File: src/rtl/pipelined_carry_select_adder.sv
// pipelined_carry_select_adder: parametrised carry-select adder, one pipeline
// stage per BLOCK-bit slice, with a valid/ready handshake on both sides.
//
// Parameters:
//   WIDTH  operand/sum width (must be a multiple of BLOCK)
//   BLOCK  bits per carry-select block; NUM_STAGES = WIDTH / BLOCK
//
// Ports:
//   clk        rising-edge clock
//   rst        synchronous active-high reset
//   in_valid   operand set A/B/cin presented
//   in_ready   adder can take an operand set (combinational from out_valid/out_ready)
//   A, B, cin  operands and carry-in
//   out_valid  S/cout hold a result
//   out_ready  consumer takes the result
//   S, cout    (A + B + cin) mod 2^WIDTH and carry out of bit WIDTH-1
//   ovf        signed overflow flag (only when CSA_OVERFLOW_FLAG_EN is defined)
//
// Optional feature macro: CSA_OVERFLOW_FLAG_EN adds the registered ovf output.
module pipelined_carry_select_adder #(
    parameter int unsigned WIDTH = 16,
    parameter int unsigned BLOCK = 4
) (
    input  logic             clk,
    input  logic             rst,
    input  logic             in_valid,
    output logic             in_ready,
    input  logic [WIDTH-1:0] A,
    input  logic [WIDTH-1:0] B,
    input  logic             cin,
    output logic             out_valid,
    input  logic             out_ready,
    output logic [WIDTH-1:0] S,
    output logic             cout
`ifdef CSA_OVERFLOW_FLAG_EN
    ,
    output logic             ovf
`endif
);

    localparam int unsigned NUM_STAGES = WIDTH / BLOCK;

    if (BLOCK < 1 || (WIDTH % BLOCK) != 0) begin : g_bad_cfg
        $error("pipelined_carry_select_adder: WIDTH must be a non-zero multiple of BLOCK");
    end

    // Per-stage registers. Operands are kept shifted so each stage always
    // consumes the low block; the sum is shifted in from the top so that after
    // the last stage it sits in its final position.
    logic             vld_q   [NUM_STAGES];
    logic             carry_q [NUM_STAGES];
    logic [WIDTH-1:0] a_q     [NUM_STAGES];
    logic [WIDTH-1:0] b_q     [NUM_STAGES];
    logic [WIDTH-1:0] s_q     [NUM_STAGES];

    // Whole pipeline moves unless the output holds a result nobody takes.
    logic advance;
    assign advance  = !(vld_q[NUM_STAGES-1] && !out_ready);
    assign in_ready = advance;

    for (genvar k = 0; k < NUM_STAGES; k++) begin : g_stage
        logic             v_in;
        logic             c_in;
        logic [WIDTH-1:0] a_in;
        logic [WIDTH-1:0] b_in;
        logic [WIDTH-1:0] s_in;
        logic [BLOCK:0]   sum0;
        logic [BLOCK:0]   sum1;
        logic [BLOCK:0]   sel;

        if (k == 0) begin : g_first
            // Bubbles enter as all zeros, so their sum and carry stay zero downstream.
            assign v_in = in_valid;
            assign c_in = in_valid & cin;
            assign a_in = in_valid ? A : '0;
            assign b_in = in_valid ? B : '0;
            assign s_in = '0;
        end else begin : g_next
            assign v_in = vld_q[k-1];
            assign c_in = carry_q[k-1];
            assign a_in = a_q[k-1];
            assign b_in = b_q[k-1];
            assign s_in = s_q[k-1];
        end

        // Both candidate sums are formed before the carry is known.
        assign sum0 = {1'b0, a_in[BLOCK-1:0]} + {1'b0, b_in[BLOCK-1:0]};
        assign sum1 = sum0 + (BLOCK+1)'(1);
        assign sel  = c_in ? sum1 : sum0;

        // Stage register: holds on stall, otherwise shifts including bubbles.
        always_ff @(posedge clk) begin
            if (rst) begin
                vld_q[k]   <= 1'b0;
                carry_q[k] <= 1'b0;
                a_q[k]     <= '0;
                b_q[k]     <= '0;
                s_q[k]     <= '0;
            end else if (advance) begin
                vld_q[k]   <= v_in;
                carry_q[k] <= sel[BLOCK];
                a_q[k]     <= a_in >> BLOCK;
                b_q[k]     <= b_in >> BLOCK;
                s_q[k]     <= (s_in >> BLOCK) | (WIDTH'(sel[BLOCK-1:0]) << (WIDTH - BLOCK));
            end
        end

`ifdef CSA_OVERFLOW_FLAG_EN
        if (k == NUM_STAGES - 1) begin : g_ovf
            logic ovf_q;
            // Carry into the MSB equals a ^ b ^ sum at that bit.
            always_ff @(posedge clk) begin
                if (rst) begin
                    ovf_q <= 1'b0;
                end else if (advance) begin
                    ovf_q <= a_in[BLOCK-1] ^ b_in[BLOCK-1] ^ sel[BLOCK-1] ^ sel[BLOCK];
                end
            end
            assign ovf = ovf_q;
        end
`endif
    end

    assign out_valid = vld_q[NUM_STAGES-1];
    assign S         = s_q[NUM_STAGES-1];
    assign cout      = carry_q[NUM_STAGES-1];

endmodule

File: config.mk
export PLATFORM = sky130hd
export DESIGN_NAME = pipelined_carry_select_adder
export DESIGN_NICKNAME = d
export VERILOG_FILES = /design/src/rtl/pipelined_carry_select_adder.sv
export SDC_FILE = /design/constraint.sdc
export NUM_CORES = 1
export LEC_CHECK = 0
export CORE_UTILIZATION = 39
export DETAILED_ROUTE_END_ITERATION = 12
export DONT_BUFFER_PORTS = 1
export PLACE_DENSITY = 0.59
export SYNTH_ARGS = -nofsm -noshare
export SYNTH_HDL_FRONTEND = slang
export SYNTH_SLANG_ARGS = --single-unit
File: constraint.sdc
create_clock -name clk -period 4.9 [get_ports clk]
set_input_delay 0.49 -clock clk [delete_from_list [all_inputs] [get_ports clk]]
set_output_delay 0.49 -clock clk [all_outputs]
set_load 0.05 [all_outputs]
==> impl_metrics.env, run 1 <==
export IMPL_outcome="complete, but fails checks"
export IMPL_violations="DRC"
export IMPL_dr_pass1_iters=8
export IMPL_cts_sinks=96
export IMPL_nets=420
export IMPL_synth_area_leader_cell="edfxtp_1"
export IMPL_dp_cells=491
export IMPL_post_cts_buffers=0
export IMPL_vdd_drop_max_v=0.000166
export IMPL_syn_avg_cell_area_um2=12.9
export IMPL_worstMarginPinSlew_ns=1.01
export IMPL_synth_edf_count=96
export IMPL_cts_buffer_depth=2
export IMPL_netlist_area_leader_share=0.620
export IMPL_drc=12
export IMPL_num_fill_cells=1051
export IMPL_power_uw=1850
export IMPL_synth_common_cells="96 x edfxtp_1, 58 x and2_1, 27 x and3_1, 22 x nor2_1, 20 x ha_1"
export IMPL_hpwlAfterDp_mm=4.24
export IMPL_grt_setup_unrepaired="false"
export IMPL_drv_cap=0
export IMPL_drtAntennaViolNets=0
export IMPL_routedWlPerCell_um=12.8
export IMPL_grt_max_degree=81
export IMPL_syn_area_um2=4650
export IMPL_rows=39
export IMPL_antenna_found_initial=0
export IMPL_vias_per_cell=4.95
export IMPL_first_global_vias=2461
export IMPL_timing_final_crit_share=0.567
export IMPL_path_class="reg2reg"
export IMPL_p_leak_uw=0.00216
export IMPL_cts_buffers=9
export IMPL_dr_first_iter_drc_count=118
export IMPL_die_x_um=111
export IMPL_antenna_cells=0
export IMPL_wl_met2_mm=2.99
export IMPL_async_reset_ff_frac=0
export IMPL_clock_latency_ns=0.34
export IMPL_clock_skew_ns=0.00687
export IMPL_portBuffers=0
export IMPL_num_io_pins=56
export IMPL_syn_to_final_growth_pct=10.1
export IMPL_syn_num_nets=422
export IMPL_ys_warn_count=0
export IMPL_dr_wl_met3_um=312
export IMPL_synth_most_common_cell="edfxtp_1"
export IMPL_ff_latch_area_um2=2880
export IMPL_hold_viol_final=0
export IMPL_vias=2503
export IMPL_ys_ff_latch=96
export IMPL_drt_met1_wl_mm=3.01
export IMPL_ys_types=41
export IMPL_top_layer="met4"
export IMPL_clk_pin_slew_worst_paths_ns=0.06
export IMPL_yosysSeqAreaShare=0.620
export IMPL_initial_core_util=0.404
export IMPL_finalSetupTns_ns=0
export IMPL_die_h_um=111
export IMPL_gr_usage_all_layers=0.114
export IMPL_cts_tree="yes"
export IMPL_worstPathArrival_ns=2.81
export IMPL_synthCells=361
export IMPL_period_needed_ns=2.78
export IMPL_max_clock_freq_ghz=0.360
export IMPL_start_kind="register"
export IMPL_core_area_um2=11500
export IMPL_slew_violations=0
export IMPL_cts_resized=0
export IMPL_die_area_um2=12400
export IMPL_grt_first_pass_wirelength_mm=11.2
export IMPL_hold_buffers=0
export IMPL_setup_viol=0
export IMPL_final_instance_count_excl_fill=506
export IMPL_holdWs_ns=0.362
export IMPL_relSlewSlack=0.324
export IMPL_drive_above_1_share=0.0689
export IMPL_wl_mm=6.47
export IMPL_place_congestion=0.811
export IMPL_crit_fanout=80
export IMPL_end_kind="register"
export IMPL_crit_required_ns=4.93
export IMPL_cts_root_buf="clkbuf_16"
export IMPL_synth_area_leaders="edfxtp_1 62%, and2_1 7.8%, ha_1 5.4%, and3_1 3.6%, a21oi_1 1.9%"
export IMPL_htreeDepth=3
export IMPL_synth_ff_type="edfxtp_1"
export IMPL_hold_path_class="in2reg"
export IMPL_power_density_nw_per_um2=361
export IMPL_utilization=0.445
export IMPL_grt_ovfl_total=0
export IMPL_multi_input_area_um2=1650
state kept, by name (all words and copies together) (netlist names):
register and count:
b_q 24, vld_q 4, carry_q 4, a_q 24, s_q 40
kinds of logic (layout without fill, tap and decap cells):
kind of cell	Yosys count	count (layout)	synth area share
adder cells (fa/ha/maj)	24	24	0.0710
buffers and inverters	33	35	0.0272
AND/OR/NAND/NOR	147	147	0.182
XOR/XNOR	13	13	0.0293
AO/OA/AOI/OAI	48	48	0.0707
flip-flops	96	96	0.620
final timing paths:
path | from | to | slack [ns] | cells past startpoint
max | vld_q[3]$_DFFE_PP_ | s_q[2][14]$_SDFFCE_PN0P_ | 2.12 | 3
min | in_valid | vld_q[0]$_DFFE_PP_ | 0.36 | 1
min reg2reg | b_q[0][16]$_SDFFCE_PN0P_ | b_q[1][0]$_SDFFCE_PN0P_ | 0.51 | 1
max reg2reg | vld_q[3]$_DFFE_PP_ | s_q[2][14]$_SDFFCE_PN0P_ | 2.12 | 3
worst max-delay path: stages, from the launching register on:
cell	delay (ns)
edfxtp_1	0.61
nand2b_1	0.54
or2_4	0.91
buf_4	0.38
layout by cell type (no fill, tap or decap), types with 4 or more instances in the layout:
master / netlist / final
nor2_1: 22 / 22
ha_1: 20 / 20
clkbuf_16: 0 / 9
and2_1: 58 / 58
nand2_1: 8 / 8
a21oi_1: 18 / 18
nor3_1: 6 / 6
fa_1: 4 / 4
a21o_1: 4 / 4
edfxtp_1: 96 / 96
o21ai_0: 7 / 7
inv_1: 19 / 19
xnor2_1: 7 / 7
nand3_1: 8 / 8
and3_1: 27 / 27
power breakdown:
| part | switching [uW] | internal [uW] |
|---|---|---|
| clock network | 277 | 494 |
| logic | 58.9 | 44.1 |
| registers | 33.9 | 944 |
| total | 370 | 1480 |
through the flow:
| step | instance area [um^2] | worst slack, ns |
|---|---|---|
| CTS | 5120 | 2.06 |
| finish | 5120 | 2.12 |
| global placement | 4790 | 2.09 |
| floorplan | 4650 | 2.05 |
| detailed placement | 4790 | 2.07 |
| global route | 5120 | 1.94 |
area by class of cell:
type / count / area share
Tap cell: 143 / 0.0349
Clock inverter: 6 / 0.0213
Timing Repair Buffer: 1 / 0.00147
Sequential cell: 96 / 0.563
Clock buffer: 9 / 0.0440
Multi-Input combinational cell: 232 / 0.322
Inverter: 19 / 0.0139
routing by layer:
metal  vias to the layer above  global-route usage
met5                         -                   0
li1                       1293                   -
met1                      1137               0.132
met4                         0              0.0676
met2                        59               0.190
met3                        14              0.0295
No activity file was read; power rests on OpenSTA's default activity.
==> run 2, diff against run 1 <==
==> constraint.sdc (replaced) <==
create_clock -name clk -period 2.7 [get_ports clk]
set_input_delay 0.27 -clock clk [delete_from_list [all_inputs] [get_ports clk]]
set_output_delay 0.27 -clock clk [all_outputs]
set_load 0.05 [all_outputs]
==> run 2 against run 1 <==
Compared with the run above: die area unchanged; final area down 0.54%; setup slack worse by 1.7 ns; the flow still finishes with violations (DRC); sequential cell count unchanged; wire length up 8.3%; sequential share of layout area up 0.30 points; clock-buffer cell count unchanged; first-iteration DRC count down 4.2%; sequential power up 82%; maximum frequency up 20%; register-to-register slack worse by 1.7 ns; largest cell class unchanged; clock skew down 0.0036 ns.
==> impl_metrics.env, run 2 (synthesized netlist as in run 1, its figures left out) <==
export IMPL_outcome="complete, but fails checks"
export IMPL_violations="DRC"
export IMPL_worstPathArrival_ns=2.41
export IMPL_routedWlPerCell_um=13.7
export IMPL_ff_latch_area_um2=2880
export IMPL_top_register="s_q"
export IMPL_vias_per_cell=5.03
export IMPL_cpMaxStageDelayCell="fa_1"
export IMPL_first_global_vias=2509
export IMPL_die_area_um2=12400
export IMPL_setup_viol=0
export IMPL_clock_skew_ns=0.00330
export IMPL_finalSetupTns_ns=0
export IMPL_place_congestion=0.831
export IMPL_rows=39
export IMPL_wl_mm=7.01
export IMPL_grt_first_pass_wirelength_mm=11.9
export IMPL_p_seq_frac=0.571
export IMPL_cts_sinks=96
export IMPL_hold_viol_final=0
export IMPL_worstMarginPinSlew_ns=0.568
export IMPL_p_sw_frac=0.225
export IMPL_path_cells="ha_1 > inv_1 > fa_1 > inv_1 > ha_1 > nand2_1 > a211oi_1 > xor2_1 > o211a_1"
export IMPL_reg_top3="s_q (40), a_q (24), b_q (24)"
export IMPL_drtAntennaViolNets=0
export IMPL_clock_power_share=0.366
export IMPL_clock_latency_ns=0.34
export IMPL_power_internal_uw=2410
export IMPL_hold_buffers=0
export IMPL_p_comb_frac=0.063
export IMPL_initial_core_util=0.404
export IMPL_cts_resized=0
export IMPL_period_needed_ns=2.32
export IMPL_die_h_um=111
export IMPL_syn_to_final_growth_pct=9.49
export IMPL_relSlewSlack=0.621
export IMPL_p_leak_uw=0.00217
export IMPL_antenna_found_initial=0
export IMPL_power_switching_uw=699
export IMPL_drive_above_1_share=0.0842
export IMPL_drv_cap=0
export IMPL_layout_commonest_cell="edfxtp_1"
export IMPL_cts_buffer_depth=2
export IMPL_power_density_nw_per_um2=611
export IMPL_core_area_um2=11500
export IMPL_timing_final_crit_share=0.858
export IMPL_gr_usage_all_layers=0.124
export IMPL_cts_buffers=9
export IMPL_drc=11
export IMPL_post_cts_buffers=0
export IMPL_critPathBufInv=2
export IMPL_clk_pin_slew_worst_paths_ns=0.06
export IMPL_max_clock_freq_ghz=0.432
export IMPL_cp_top_family="adder cells"
export IMPL_vias=2572
export IMPL_crit_fanout=3
export IMPL_grt_ovfl_total=0
export IMPL_grt_max_degree=97
export IMPL_die_x_um=111
export IMPL_num_fill_cells=1074
export IMPL_hold_path_class="in2reg"
export IMPL_grt_setup_unrepaired="false"
export IMPL_end_kind="register"
export IMPL_slew_violations=0
export IMPL_hpwlAfterDp_mm=4.58
export IMPL_num_io_pins=56
export IMPL_htreeDepth=3
export IMPL_final_cell_mix="96 x edfxtp_1, 58 x and2_1, 27 x and3_1"
export IMPL_multi_input_area_um2=1650
export IMPL_cts_root_buf="clkbuf_16"
export IMPL_crit_required_ns=2.80
export IMPL_antenna_cells=0
export IMPL_vdd_drop_max_v=0.000336
export IMPL_start_kind="register"
export IMPL_utilization=0.442
export IMPL_largest_reg_flops=40
export IMPL_path_class="reg2reg"
export IMPL_portBuffers=0
export IMPL_cpPeakStageDelay_ns=0.43
export IMPL_dr_pass1_iters=8
export IMPL_cts_tree="yes"
export IMPL_dr_first_iter_drc_count=113
export IMPL_nets=424
run 2: final timing paths:
check | from | endpoint | slack, ns | depth (start not counted)
max | b_q[0][12]$_SDFFCE_PN0P_ | carry_q[2]$_SDFFCE_PN0P_ | 0.38 | 9
min | in_valid | vld_q[0]$_DFFE_PP_ | 0.14 | 1
max reg2reg | b_q[0][12]$_SDFFCE_PN0P_ | carry_q[2]$_SDFFCE_PN0P_ | 0.38 | 9
min reg2reg | s_q[1][9]$_SDFFCE_PN0P_ | s_q[2][5]$_SDFFCE_PN0P_ | 0.52 | 1
run 2: power groups by stage:
stage	combinational (uW)	sequential, uW	clock, uW
global placement	194	1810	0
detailed placement	199	1810	0
floorplan	164	1800	0
finish	197	1780	1140
global route	227	1780	1230
CTS	200	1780	1180
run 2: metrics by stage:
stage,hold slack [ns],std cells,worst slack (ns),instance area (um^2),power [uW]
floorplan,0.497,361,0.321,4660,1960
global placement,0.476,495,0.483,4830,2000
detailed placement,0.484,495,0.378,4830,2010
CTS,0.121,511,0.374,5090,3160
global route,0.138,511,0.207,5090,3240
finish,0.141,511,0.384,5090,3110
run 2: layout make-up:
type	count	area share
clock buffers	9	0.0442
clock inverters	7	0.00761
inverters	19	0.0140
multi-input cells	232	0.323
flip-flops and latches	96	0.566
well taps	143	0.0351
repair buffers	5	0.00982
run 2: routing by layer:
layer | part of all wire | up-vias | global-route usage
met3 | 0.042 | 12 | 0.0290
met4 | 0.026 | 0 | 0.0793
met1 | 0.49 | 1194 | 0.163
met2 | 0.44 | 61 | 0.185
li1 | - | 1305 | -
met5 | 0 | - | 0
